===== src/rtl/serial_audio_pkg.sv =====
// Shared encodings for the serial audio link: slot-width codes, slot length and encoder FSM states.
package serial_audio_pkg;

    localparam logic [1:0] SW_16 = 2'd0;
    localparam logic [1:0] SW_24 = 2'd1;
    localparam logic [1:0] SW_32 = 2'd2;

    typedef enum logic [0:0] {
        ST_IDLE = 1'b0,
        ST_RUN  = 1'b1
    } state_t;

    // Reserved code 3 behaves as a 32-bit slot.
    function automatic logic [5:0] slot_len(input logic [1:0] sw);
        logic [5:0] len;
        case (sw)
            SW_16:   len = 6'd16;
            SW_24:   len = 6'd24;
            SW_32:   len = 6'd32;
            default: len = 6'd32;
        endcase
        return len;
    endfunction

endpackage


===== src/rtl/serial_audio_encoder.sv =====
// Transmit side of the serial audio link: one-entry holding register feeding a slot shifter that
// drives lrclk_out/sdout as I2S or left-justified with 16/24/32-bit slots.
module serial_audio_encoder
    import serial_audio_pkg::*;
(
    input  logic        sclk,
    input  logic        reset,
    input  logic        is_i2s,
    input  logic        lrclk_polarity,
    input  logic [1:0]  slot_width,
    input  logic        i_valid,
    output logic        i_ready,
    input  logic        i_is_left,
    input  logic [31:0] i_audio,
    output logic        lrclk_out,
    output logic        sdout,
    output logic        is_error
);

    state_t      state_r;
    state_t      state_s;

    logic        hold_full_r;
    logic        hold_left_r;
    logic [31:0] hold_audio_r;
    logic        ready_r;

    logic [31:0] shifter_r;
    logic [4:0]  bit_cnt_r;
    logic        left_r;
    logic        err_r;
    logic        lj_r;
    logic        sdout_r;

    logic        cfg_i2s_r;
    logic        cfg_pol_r;
    logic [1:0]  cfg_sw_r;

    logic        idle_go_s;
    logic        idle_drop_s;
    logic        slot_end_s;
    logic        slot_start_s;
    logic        next_left_s;
    logic        frame_start_s;
    logic        tag_ok_s;
    logic [31:0] load_word_s;
    logic        consume_s;
    logic        accept_s;
    logic        i2s_eff_s;
    logic        lj_next_s;
    logic        sdout_next_s;
    logic        pol_s;

    // FSM state register.
    always_ff @(posedge sclk or posedge reset) begin
        if (reset) begin
            state_r <= ST_IDLE;
        end else begin
            state_r <= state_s;
        end
    end

    // FSM next state: leave IDLE only on a left-tagged entry; RUN is left only through reset.
    always_comb begin
        state_s = state_r;
        case (state_r)
            ST_IDLE: begin
                if (idle_go_s) begin
                    state_s = ST_RUN;
                end else begin
                    state_s = ST_IDLE;
                end
            end
            ST_RUN:  state_s = ST_RUN;
            default: state_s = ST_IDLE;
        endcase
    end

    // FSM output decode: slot boundaries, holding-register consumption and the next serial bit.
    always_comb begin
        idle_go_s     = (state_r == ST_IDLE) && hold_full_r && hold_left_r;
        idle_drop_s   = (state_r == ST_IDLE) && hold_full_r && !hold_left_r;
        slot_end_s    = (state_r == ST_RUN) &&
                        ({1'b0, bit_cnt_r} == (slot_len(cfg_sw_r) - 6'd1));
        slot_start_s  = idle_go_s || slot_end_s;
        next_left_s   = idle_go_s ? 1'b1 : !left_r;
        frame_start_s = slot_start_s && next_left_s;
        tag_ok_s      = hold_full_r && (hold_left_r == next_left_s);
        load_word_s   = tag_ok_s ? hold_audio_r : 32'h0000_0000;
        consume_s     = (slot_start_s && hold_full_r) || idle_drop_s;
        accept_s      = i_valid && ready_r;
        // A frame start uses the freshly sampled mode, since the latch happens on that same edge.
        i2s_eff_s     = frame_start_s ? is_i2s : cfg_i2s_r;
        if (slot_start_s) begin
            lj_next_s = load_word_s[31];
        end else if (state_r == ST_RUN) begin
            lj_next_s = shifter_r[31];
        end else begin
            lj_next_s = 1'b0;
        end
        sdout_next_s  = i2s_eff_s ? lj_r : lj_next_s;
        pol_s         = (state_r == ST_IDLE) ? lrclk_polarity : cfg_pol_r;
    end

    // Holding register: filled by the input handshake, emptied when a slot start or IDLE takes it.
    always_ff @(posedge sclk or posedge reset) begin
        if (reset) begin
            hold_full_r  <= 1'b0;
            hold_left_r  <= 1'b0;
            hold_audio_r <= 32'h0000_0000;
            ready_r      <= 1'b1;
        end else if (consume_s) begin
            hold_full_r  <= 1'b0;
            ready_r      <= 1'b1;
        end else if (accept_s) begin
            hold_full_r  <= 1'b1;
            hold_left_r  <= i_is_left;
            hold_audio_r <= i_audio;
            ready_r      <= 1'b0;
        end
    end

    // Configuration is only sampled at left-slot starts so a frame never mixes settings.
    always_ff @(posedge sclk or posedge reset) begin
        if (reset) begin
            cfg_i2s_r <= 1'b0;
            cfg_pol_r <= 1'b0;
            cfg_sw_r  <= SW_32;
        end else if (frame_start_s) begin
            cfg_i2s_r <= is_i2s;
            cfg_pol_r <= lrclk_polarity;
            cfg_sw_r  <= slot_width;
        end
    end

    // Slot datapath: channel, bit counter, shifter and error flag.
    always_ff @(posedge sclk or posedge reset) begin
        if (reset) begin
            left_r    <= 1'b0;
            bit_cnt_r <= 5'd0;
            shifter_r <= 32'h0000_0000;
            err_r     <= 1'b0;
        end else if (slot_start_s) begin
            left_r    <= next_left_s;
            bit_cnt_r <= 5'd0;
            shifter_r <= {load_word_s[30:0], 1'b0};
            err_r     <= !tag_ok_s;
        end else if (state_r == ST_RUN) begin
            bit_cnt_r <= bit_cnt_r + 5'd1;
            shifter_r <= {shifter_r[30:0], 1'b0};
        end else if (idle_drop_s) begin
            err_r     <= 1'b1;
        end
    end

    // Serial output: lj_r holds the left-justified bit, which doubles as the one-cycle I2S delay.
    always_ff @(posedge sclk or posedge reset) begin
        if (reset) begin
            lj_r    <= 1'b0;
            sdout_r <= 1'b0;
        end else begin
            lj_r    <= lj_next_s;
            sdout_r <= sdout_next_s;
        end
    end

    // In IDLE the word clock follows the live polarity input so it reads !lrclk_polarity even in reset.
    assign lrclk_out = left_r ? pol_s : !pol_s;
    assign sdout     = sdout_r;
    assign i_ready   = ready_r;
    assign is_error  = err_r;

endmodule


===== config.mk =====
export PLATFORM = sky130hd
export DESIGN_NAME = serial_audio_encoder
export DESIGN_NICKNAME = d
export VERILOG_FILES = /design/src/rtl/serial_audio_pkg.sv /design/src/rtl/serial_audio_encoder.sv
export SDC_FILE = /design/constraint.sdc
export NUM_CORES = 1
export LEC_CHECK = 0
export CORE_MARGIN = 4
export CORE_UTILIZATION = 40
export DETAILED_ROUTE_END_ITERATION = 10
export PLACE_DENSITY = 0.66
export SKIP_CTS_REPAIR_TIMING = 1
export SLEW_MARGIN = 15
export SYNTH_ARGS = -nofsm -noshare
export SYNTH_HDL_FRONTEND = slang
export SYNTH_SLANG_ARGS = --single-unit

===== constraint.sdc =====
create_clock -name sclk -period 2.9 [get_ports sclk]
set_input_delay 0.58 -clock sclk [delete_from_list [all_inputs] [get_ports sclk]]
set_output_delay 0.58 -clock sclk [all_outputs]
set_load 0.005 [all_outputs]

# After elaboration in Yosys (flattened, before gate mapping)
# Index checks and enable logic that the tools add are counted.
# W data, S select, Z words.
# totals
register_bits,81
output_inout_bits,4
wordCells,64
# classes
addsub,2
n_eq_ne,4
mux,22
bitwise,2
reduce_logical,20
# ops
op,count
$mux W32,3
$mux W1,15
$pmux W6 S2,1
$mux W5,2
$logic_and A1 B1 Y1,8
$eq A5 B6 Y1,1
$reduce_bool A2 Y1,3
$sub A6 B1 Y6 const B,1
$add A5 B1 Y5 const B,1
$logic_not A1 Y1,4
$reduce_and A2 Y1,2
$eq A2 B1 Y1 const B,1
$logic_not A2 Y1,1
$logic_or A1 B1 Y1,2
$ne A2 B1 Y1 const B,1
$not A1 Y1,2
$pmux W1 S2,1
$eq A1 B1 Y1,1

# Longest topological paths before layout
# Gate-level depths: netlist (run 1).
# logic_depth
word_depth,10
ltp_mapped,7

# Worst setup path before layout (run 1)
# OpenSTA, ideal clock, no wires.
# synth_timing
path_type,reg-to-reg
startpoint,reg cfg_sw_r[1]
endpoint,"reg sdout_r, in the netlist sdout"
t_arrival_ps,1897
setup_slack_ps,878
path_stages_with_launch,6
path_buffers,0
path_cell_list,dfstp_2 and4bb_1 a211oi_2 o31a_4 mux2_4 mux2_4
# synth_via
elab_chain_len,9
# synth_lines
item,line_no,rtl
"start, declared",serial_audio_encoder.sv:37,logic [1:0] cfg_sw_r;
"start signal, assigned",serial_audio_encoder.sv:132,cfg_sw_r <= slot_width;
$eq A2 B1 Y1 / $logic_not A2 Y1 (equally long branches),serial_audio_pkg.sv:16,case (sw)
$pmux W6 S2 (*),serial_audio_pkg.sv:16,
$sub A6 B1 Y6 (*),serial_audio_encoder.sv:84,"({1'b0, bit_cnt_r} == (slot_len(cfg_sw_r) - 6'd1));"
$eq A5 B6 Y1 (*),serial_audio_encoder.sv:84,
$logic_and A1 B1 Y1 (*),serial_audio_encoder.sv:83,slot_end_s = (state_r == ST_RUN) &&
$logic_or A1 B1 Y1 (*),serial_audio_encoder.sv:85,slot_start_s = idle_go_s || slot_end_s;
$logic_and A1 B1 Y1 (*),serial_audio_encoder.sv:87,frame_start_s = slot_start_s && next_left_s;
$mux W1 (*),n/a,
via i2s_eff_s,serial_audio_encoder.sv:49,logic i2s_eff_s;
$mux W1 (*),serial_audio_encoder.sv:101,sdout_next_s = i2s_eff_s ? lj_r : lj_next_s;
via sdout_next_s,serial_audio_encoder.sv:51,logic sdout_next_s;
"end signal, assigned",serial_audio_encoder.sv:163,sdout_r <= sdout_next_s;
"end, declared",serial_audio_encoder.sv:33,logic sdout_r;
# The timed path passes the listed nets; every way through them passes the cells marked *.
# A chain may end at the register's enable or synchronous reset.

# Worst setup path after layout (run 1)
# layout_timing
startpoint,reg cfg_sw_r[1]
endpoint,reg hold_audio_r[23]
# layout_via
elab_chain_len,10
# layout_lines
item,line_no,rtl
$eq A2 B1 Y1 / $logic_not A2 Y1 (equally long branches),serial_audio_pkg.sv:16,
$pmux W6 S2 (*),serial_audio_pkg.sv:16,
$sub A6 B1 Y6 (*),serial_audio_encoder.sv:84,
$eq A5 B6 Y1 (*),serial_audio_encoder.sv:84,
$logic_and A1 B1 Y1 (*),serial_audio_encoder.sv:83,
$logic_or A1 B1 Y1 (*),serial_audio_encoder.sv:85,
$logic_and A1 B1 Y1 (*),serial_audio_encoder.sv:90,consume_s = (slot_start_s && hold_full_r) || idle_drop_s;
$logic_or A1 B1 Y1 (*),serial_audio_encoder.sv:90,
$not A1 Y1 (no source line) (*),n/a,
$reduce_and A2 Y1 (no source line) (*),n/a,
"end signal, assigned",serial_audio_encoder.sv:118,hold_audio_r <= i_audio;
"end, declared",serial_audio_encoder.sv:25,logic [31:0] hold_audio_r;
# Every way passes the cells marked *; elsewhere a longest branch is shown, timed or not.

==> results of run 1 <==
-- cell usage in the layout (no fill, tap or decap), drive strengths merged, types with 2 or more instances in the layout --
| cell type | n |
|---|---|
| a21o | 30 |
| a21oi | 3 |
| a22o | 33 |
| buf | 6 |
| clkbuf | 11 |
| clkdlybuf4s50 | 43 |
| clkinv | 4 |
| dfrtp | 78 |
| dfstp | 2 |
| inv | 3 |
| mux2 | 39 |
| mux2i | 2 |
| nand2 | 7 |
| nand3 | 3 |
| nor2 | 11 |
| o21ai | 2 |
| xor2 | 2 |
-- final timing paths --
check	start	end	slack [ns]
setup / recovery	cfg_sw_r[1]	hold_audio_r[23]	0.46
hold / removal	hold_audio_r[18]	shifter_r[19]	0.47
setup reg to reg	cfg_sw_r[1]	hold_audio_r[23]	0.46
hold reg to reg	hold_audio_r[18]	shifter_r[19]	0.47
max in group asynchronous	reset	hold_audio_r[1]	1.70
min in group asynchronous	reset	hold_audio_r[13]	0.55
-- through the flow --
step,power [uW],cells
2_1_floorplan,2910,251
3_3_place_gp,3230,391
3_5_place_dp,3270,391
4_1_cts,4100,407
5_1_grt,4350,407
6_report,4040,407
-- cell type report --
cell class / count / area, sq um
clock inverters: 5 / 56.3
flip-flops and latches: 80 / 2000
multi-input cells: 153 / 1320
repair buffers: 49 / 488
clock buffers: 11 / 141
inverters: 4 / 16.3
well taps: 105 / 131
fillers: 745 / 4100
-- per-layer routing --
metal / track usage / routed length (um)
met5: 0 / 0
met4: 0.0539 / 95
met3: 0.0250 / 218
met2: 0.203 / 2890
met1: 0.173 / 2720
-- synthesized netlist by cell type (3+ instances only) --
cell	number	area [sq um]
buf_4	3	22.5
clkbuf_1	6	22.5
inv_1	4	15.0
mux2_2	37	417
nand2_1	7	26.3
buf_2	5	25.0
nor2_1	11	41.3
a21o_1	30	225
a22o_1	33	289
dfrtp_1	78	1950
nand3_1	3	15.0
-- sequential cells by signal, indices dropped and copies added (netlist names) --
name,count
state_r,1
left_r,1
hold_left_r,1
cfg_i2s_r,1
lj_r,1
sdout,1
hold_audio_r,32
hold_full_r,1
is_error,1
bit_cnt_r,5
shifter_r,31
i_ready,1
cfg_pol_r,1
cfg_sw_r,2
-- critical path, cell delays in order, from the launching register on --
cell       delay [ns]
dfstp_2          0.60
and2_1           0.18
o2111ai_1        0.10
and3_1           0.24
o21bai_4         0.76
mux2_2           0.42
-- kinds of logic (layout without fill, tap and decap cells) --
group	after synthesis	after routing	share of synthesized area
buf+inv	18	69	0.0250
flops	80	80	0.589
fa+ha+maj	1	1	0.00368
compound gates	75	75	0.183
xor+xnor	3	3	0.00772
simple gates	33	33	0.0541
mux	41	41	0.137
-- power breakdown --
part | internal (uW) | switching, uW
registers | 1620 | 331
clock network | 420 | 382
logic | 760 | 533
==> impl_metrics.py, run 1 <==
metrics = {
    "power_and_ir_drop": {
        "power_leakage_uw": 0.00206,
        "power.density_nw_per_um2": 973,
        "ir_worst_vdd_mv": 0.419,
    },
    "final_layout": {
        "antennaDiodeCount": 0,
        "nets": 338,
        "fin_util": 0.503,
        "final_area_sq_um": 4150,
        "layout-drive-gt1-share": 0.232,
        "synthToLayoutAreaGrowth_pct": 22.1,
    },
    "critical_path": {
        "end_kind": "flop",
        "critPathKind": "flop to flop",
        "ff2ff_path_depth": 5,
        "path_max_fanout": 33,
        "critPathArrivalTime_ns": 2.67,
        "cp-start-kind": "flop",
        "worstPathRequired_ns": 3.13,
    },
    "sta": {
        "tightest_slew_ns": 0.983,
        "hold_violations": 0,
        "drv_slew": 0,
        "worst_slack_ns": 0.460,
        "holdWs_ns": 0.469,
        "maxSlewHeadroom": 0.343,
        "finalSetupViolations": 0,
        "fin_crit_sh": 0.841,
        "period_minus_slack_ns": 2.44,
        "tns_ns": 0,
        "fmax_mhz": 410,
        "fin_worst_skew_ns": 0.00716,
        "rsz0062_at_grt": "false",
    },
    "synth": {
        "syn-mean-instance-area_sq_um": 13.6,
        "synth_edf_count": 0,
        "syn_nets": 292,
        "netlist_area_sq_um": 3400,
        "ys_ff_latch": 80,
        "yosysSeqAreaShare": 0.589,
        "ys_types": 39,
        "async_flop_share": 1.00,
        "synth_ff_type": "dfrtp_1",
        "yosys_warnings": 0,
        "synthCells": 251,
    },
    "floorplan": {
        "start_util": 0.412,
        "die_h_um": 100,
        "rows": 33,
        "die_w_um": 100,
        "pin_count": 44,
        "core-area_sq_um": 8260,
        "dieArea_sq_um": 10000,
    },
    "placement": {
        "portBuffers": 43,
        "pre_cts_ws_ns": 0.420,
        "dp_hpwl_mm": 3.84,
        "gp_congestion": 0.703,
        "placed_cell_area_sq_um": 3960,
    },
    "routing": {
        "postRouteWirelength_mm": 5.93,
        "dr_total_vias": 2116,
        "wl_per_cell_um": 14.6,
        "post-route-drc-count": 0,
        "vias_per_cell": 5.20,
        "ant_nets": 0,
        "drt_first_pass_iters": 4,
        "drt_iter0_drc": 121,
    },
    "global_routing": {
        "antenna_found_initial": 0,
        "grt_use_total": 0.129,
        "grt_pass1_vias": 2193,
        "grt_max_degree": 37,
        "grt_first_pass_wirelength_mm": 10.4,
        "grt-ovfl-total": 0,
    },
    "job": {
        "drv_cap": 0,
    },
    "cts": {
        "cts_root_buf": "clkbuf_8",
        "cts_buffer_depth": 2,
        "clk_latency_ns": 0.34,
        "clock-sinks": 80,
        "clkTransAtPathRegs_ns": 0.08,
        "cts_buffers": 9,
        "htreeDepth": 3,
        "cts_tree": "done",
    },
    "hold_path": {
        "holdCritPathClass": "flop to flop",
        "min_path_cells": 1,
    },
    "outcome": {
        "status": "complete, no violations",
    },
}
(Power assumes the default switching activity.)
==> inputs of run 2 (changes only) <==
Clock period 2.9 ns to 2.3 ns, I/O delays scaled along.
==> run 2 against run 1 <==
Effect of this change:
- critical path depth shrank 1
- via count grew 0.43%
- clock power grew 41%
- die area is the same
- cell count grew 0.25%
- highest routed layer unchanged
- clock skew is essentially flat
- largest cell class unchanged
- core utilization grew 0.65 points
- critical path type is now input port to output pin
- total power grew 30%
- sequential share of layout area shrank 0.59 points
- wire length shrank 0.42%
==> impl_metrics.py, run 2 (synthesis results as in run 1) <==
metrics = {
    "job": {
        "drv_cap": 0,
    },
    "power_and_ir_drop": {
        "ir_worst_vdd_mv": 0.589,
        "power_leakage_uw": 0.00208,
        "power.density_nw_per_um2": 1250,
    },
    "routing": {
        "dr_total_vias": 2125,
        "postRouteWirelength_mm": 5.90,
        "vias_per_cell": 5.21,
        "wl_per_cell_um": 14.5,
        "drt_iter0_drc": 123,
        "post-route-drc-count": 0,
        "ant_nets": 0,
        "drt_first_pass_iters": 4,
    },
    "hold_path": {
        "holdCritPathClass": "flop to flop",
    },
    "critical_path": {
        "cp-start-kind": "input port",
        "critPathArrivalTime_ns": 1.74,
        "end_kind": "output pin",
        "worstPathRequired_ns": 1.84,
        "critPathKind": "input port to output pin",
        "path_max_fanout": 2,
    },
    "global_routing": {
        "grt_max_degree": 81,
        "grt_use_total": 0.130,
        "grt_pass1_vias": 2159,
        "grt-ovfl-total": 0,
        "grt_first_pass_wirelength_mm": 10.3,
        "antenna_found_initial": 0,
    },
    "cts": {
        "clock-sinks": 80,
        "cts_tree": "done",
        "htreeDepth": 3,
        "cts_root_buf": "clkbuf_8",
        "cts_buffer_depth": 2,
        "clk_latency_ns": 0.34,
        "clkTransAtPathRegs_ns": 0.07,
        "cts_buffers": 9,
    },
    "sta": {
        "maxSlewHeadroom": 0.724,
        "tightest_slew_ns": 0.415,
        "rsz0062_at_grt": "false",
        "drv_slew": 0,
        "tns_ns": 0,
        "fin_crit_sh": 0.955,
        "fin_worst_skew_ns": 0.00678,
        "finalSetupViolations": 0,
        "fmax_mhz": 455,
        "hold_violations": 0,
        "period_minus_slack_ns": 2.20,
    },
    "final_layout": {
        "final_cell_mix": "dfrtp_1, clkdlybuf4s50_1, mux2_2",
        "largest_register": "hold_audio_r",
        "final_common_cell": "dfrtp_1",
        "largest_reg_flops": 32,
        "fin_util": 0.510,
        "nets": 340,
        "layout-drive-gt1-share": 0.238,
        "top_regs": "hold_audio_r: 32 flops, shifter_r: 31 flops, bit_cnt_r: 5 flops",
        "fill_cells": 753,
        "antennaDiodeCount": 0,
        "synthToLayoutAreaGrowth_pct": 23.6,
    },
    "floorplan": {
        "die_h_um": 100,
        "die_w_um": 100,
        "rows": 33,
        "core-area_sq_um": 8260,
        "start_util": 0.412,
        "dieArea_sq_um": 10000,
        "pin_count": 44,
    },
    "placement": {
        "gp_congestion": 0.697,
        "portBuffers": 43,
        "dp_hpwl_mm": 3.76,
    },
    "outcome": {
        "status": "complete, no violations",
    },
}
[run 2: changes by cell type in the layout (fill, tap and decap cells not counted), sizes merged]
| cell | delta |
|---|---|
| clkbuf | +1 |
| clkinv | -3 |
| buf | +2 |
| bufinv | +1 |
[run 2: critical path, cell delays in order]
cell             delay (ns)
clkdlybuf4s50_1        0.42
mux2i_1                0.16
xor2_1                 0.18
clkdlybuf4s50_1        0.52
[run 2: worst paths after layout]
check	slack, ns	cells after the start	to	start
max in group asynchronous	1.37	3	i_ready	reset
worst min-delay path	0.47	1	shifter_r[29]	hold_audio_r[28]
worst max-delay path	0.10	4	lrclk_out	lrclk_polarity
worst max register to register	0.21	6	hold_audio_r[7]	cfg_sw_r[1]
min in group asynchronous	0.57	3	hold_audio_r[9]	reset
worst min register to register	0.47	1	shifter_r[29]	hold_audio_r[28]
[run 2: metrics by stage]
step | instances | hold slack, ns | total power [uW] | area (sq um) | setup WS [ns]
finish | 408 | 0.468 | 5250 | 4210 | 0.103
global route | 408 | 0.493 | 5650 | 4210 | 0.0145
CTS | 408 | 0.471 | 5310 | 4210 | 0.0102
floorplan | 251 | 0.444 | 3670 | 3410 | 0.278
detailed placement | 393 | 0.454 | 4150 | 3990 | 0.119
global placement | 393 | 0.454 | 4100 | 3990 | 0.143
[run 2: power by group]
part | total, uW | leakage [uW] | switching, uW | internal, uW
logic | 1660 | 0.000961 | 684 | 979
registers | 2450 | 0.00101 | 414 | 2040
clock network | 1130 | 0.000112 | 470 | 664
total | 5250 | 0.00208 | 1570 | 3680
[run 2: layout make-up]
class / instances / area (sq um) / area share
flip-flops and latches: 80 / 2010 / 0.477
multi-input cells: 153 / 1320 / 0.313
repair buffers: 51 / 515 / 0.123
clock buffers: 12 / 155 / 0.0369
well taps: 105 / 131 / 0.0312
clock inverters: 3 / 65.1 / 0.0155
inverters: 4 / 18.8 / 0.00446
[run 2: routing by layer]
metal,track usage,part of all wire,vias up
li1,-,-,1016
met5,0,0,-
met2,0.187,0.46,37
met4,0.0642,0.018,0
met1,0.181,0.48,1062
met3,0.0354,0.041,10
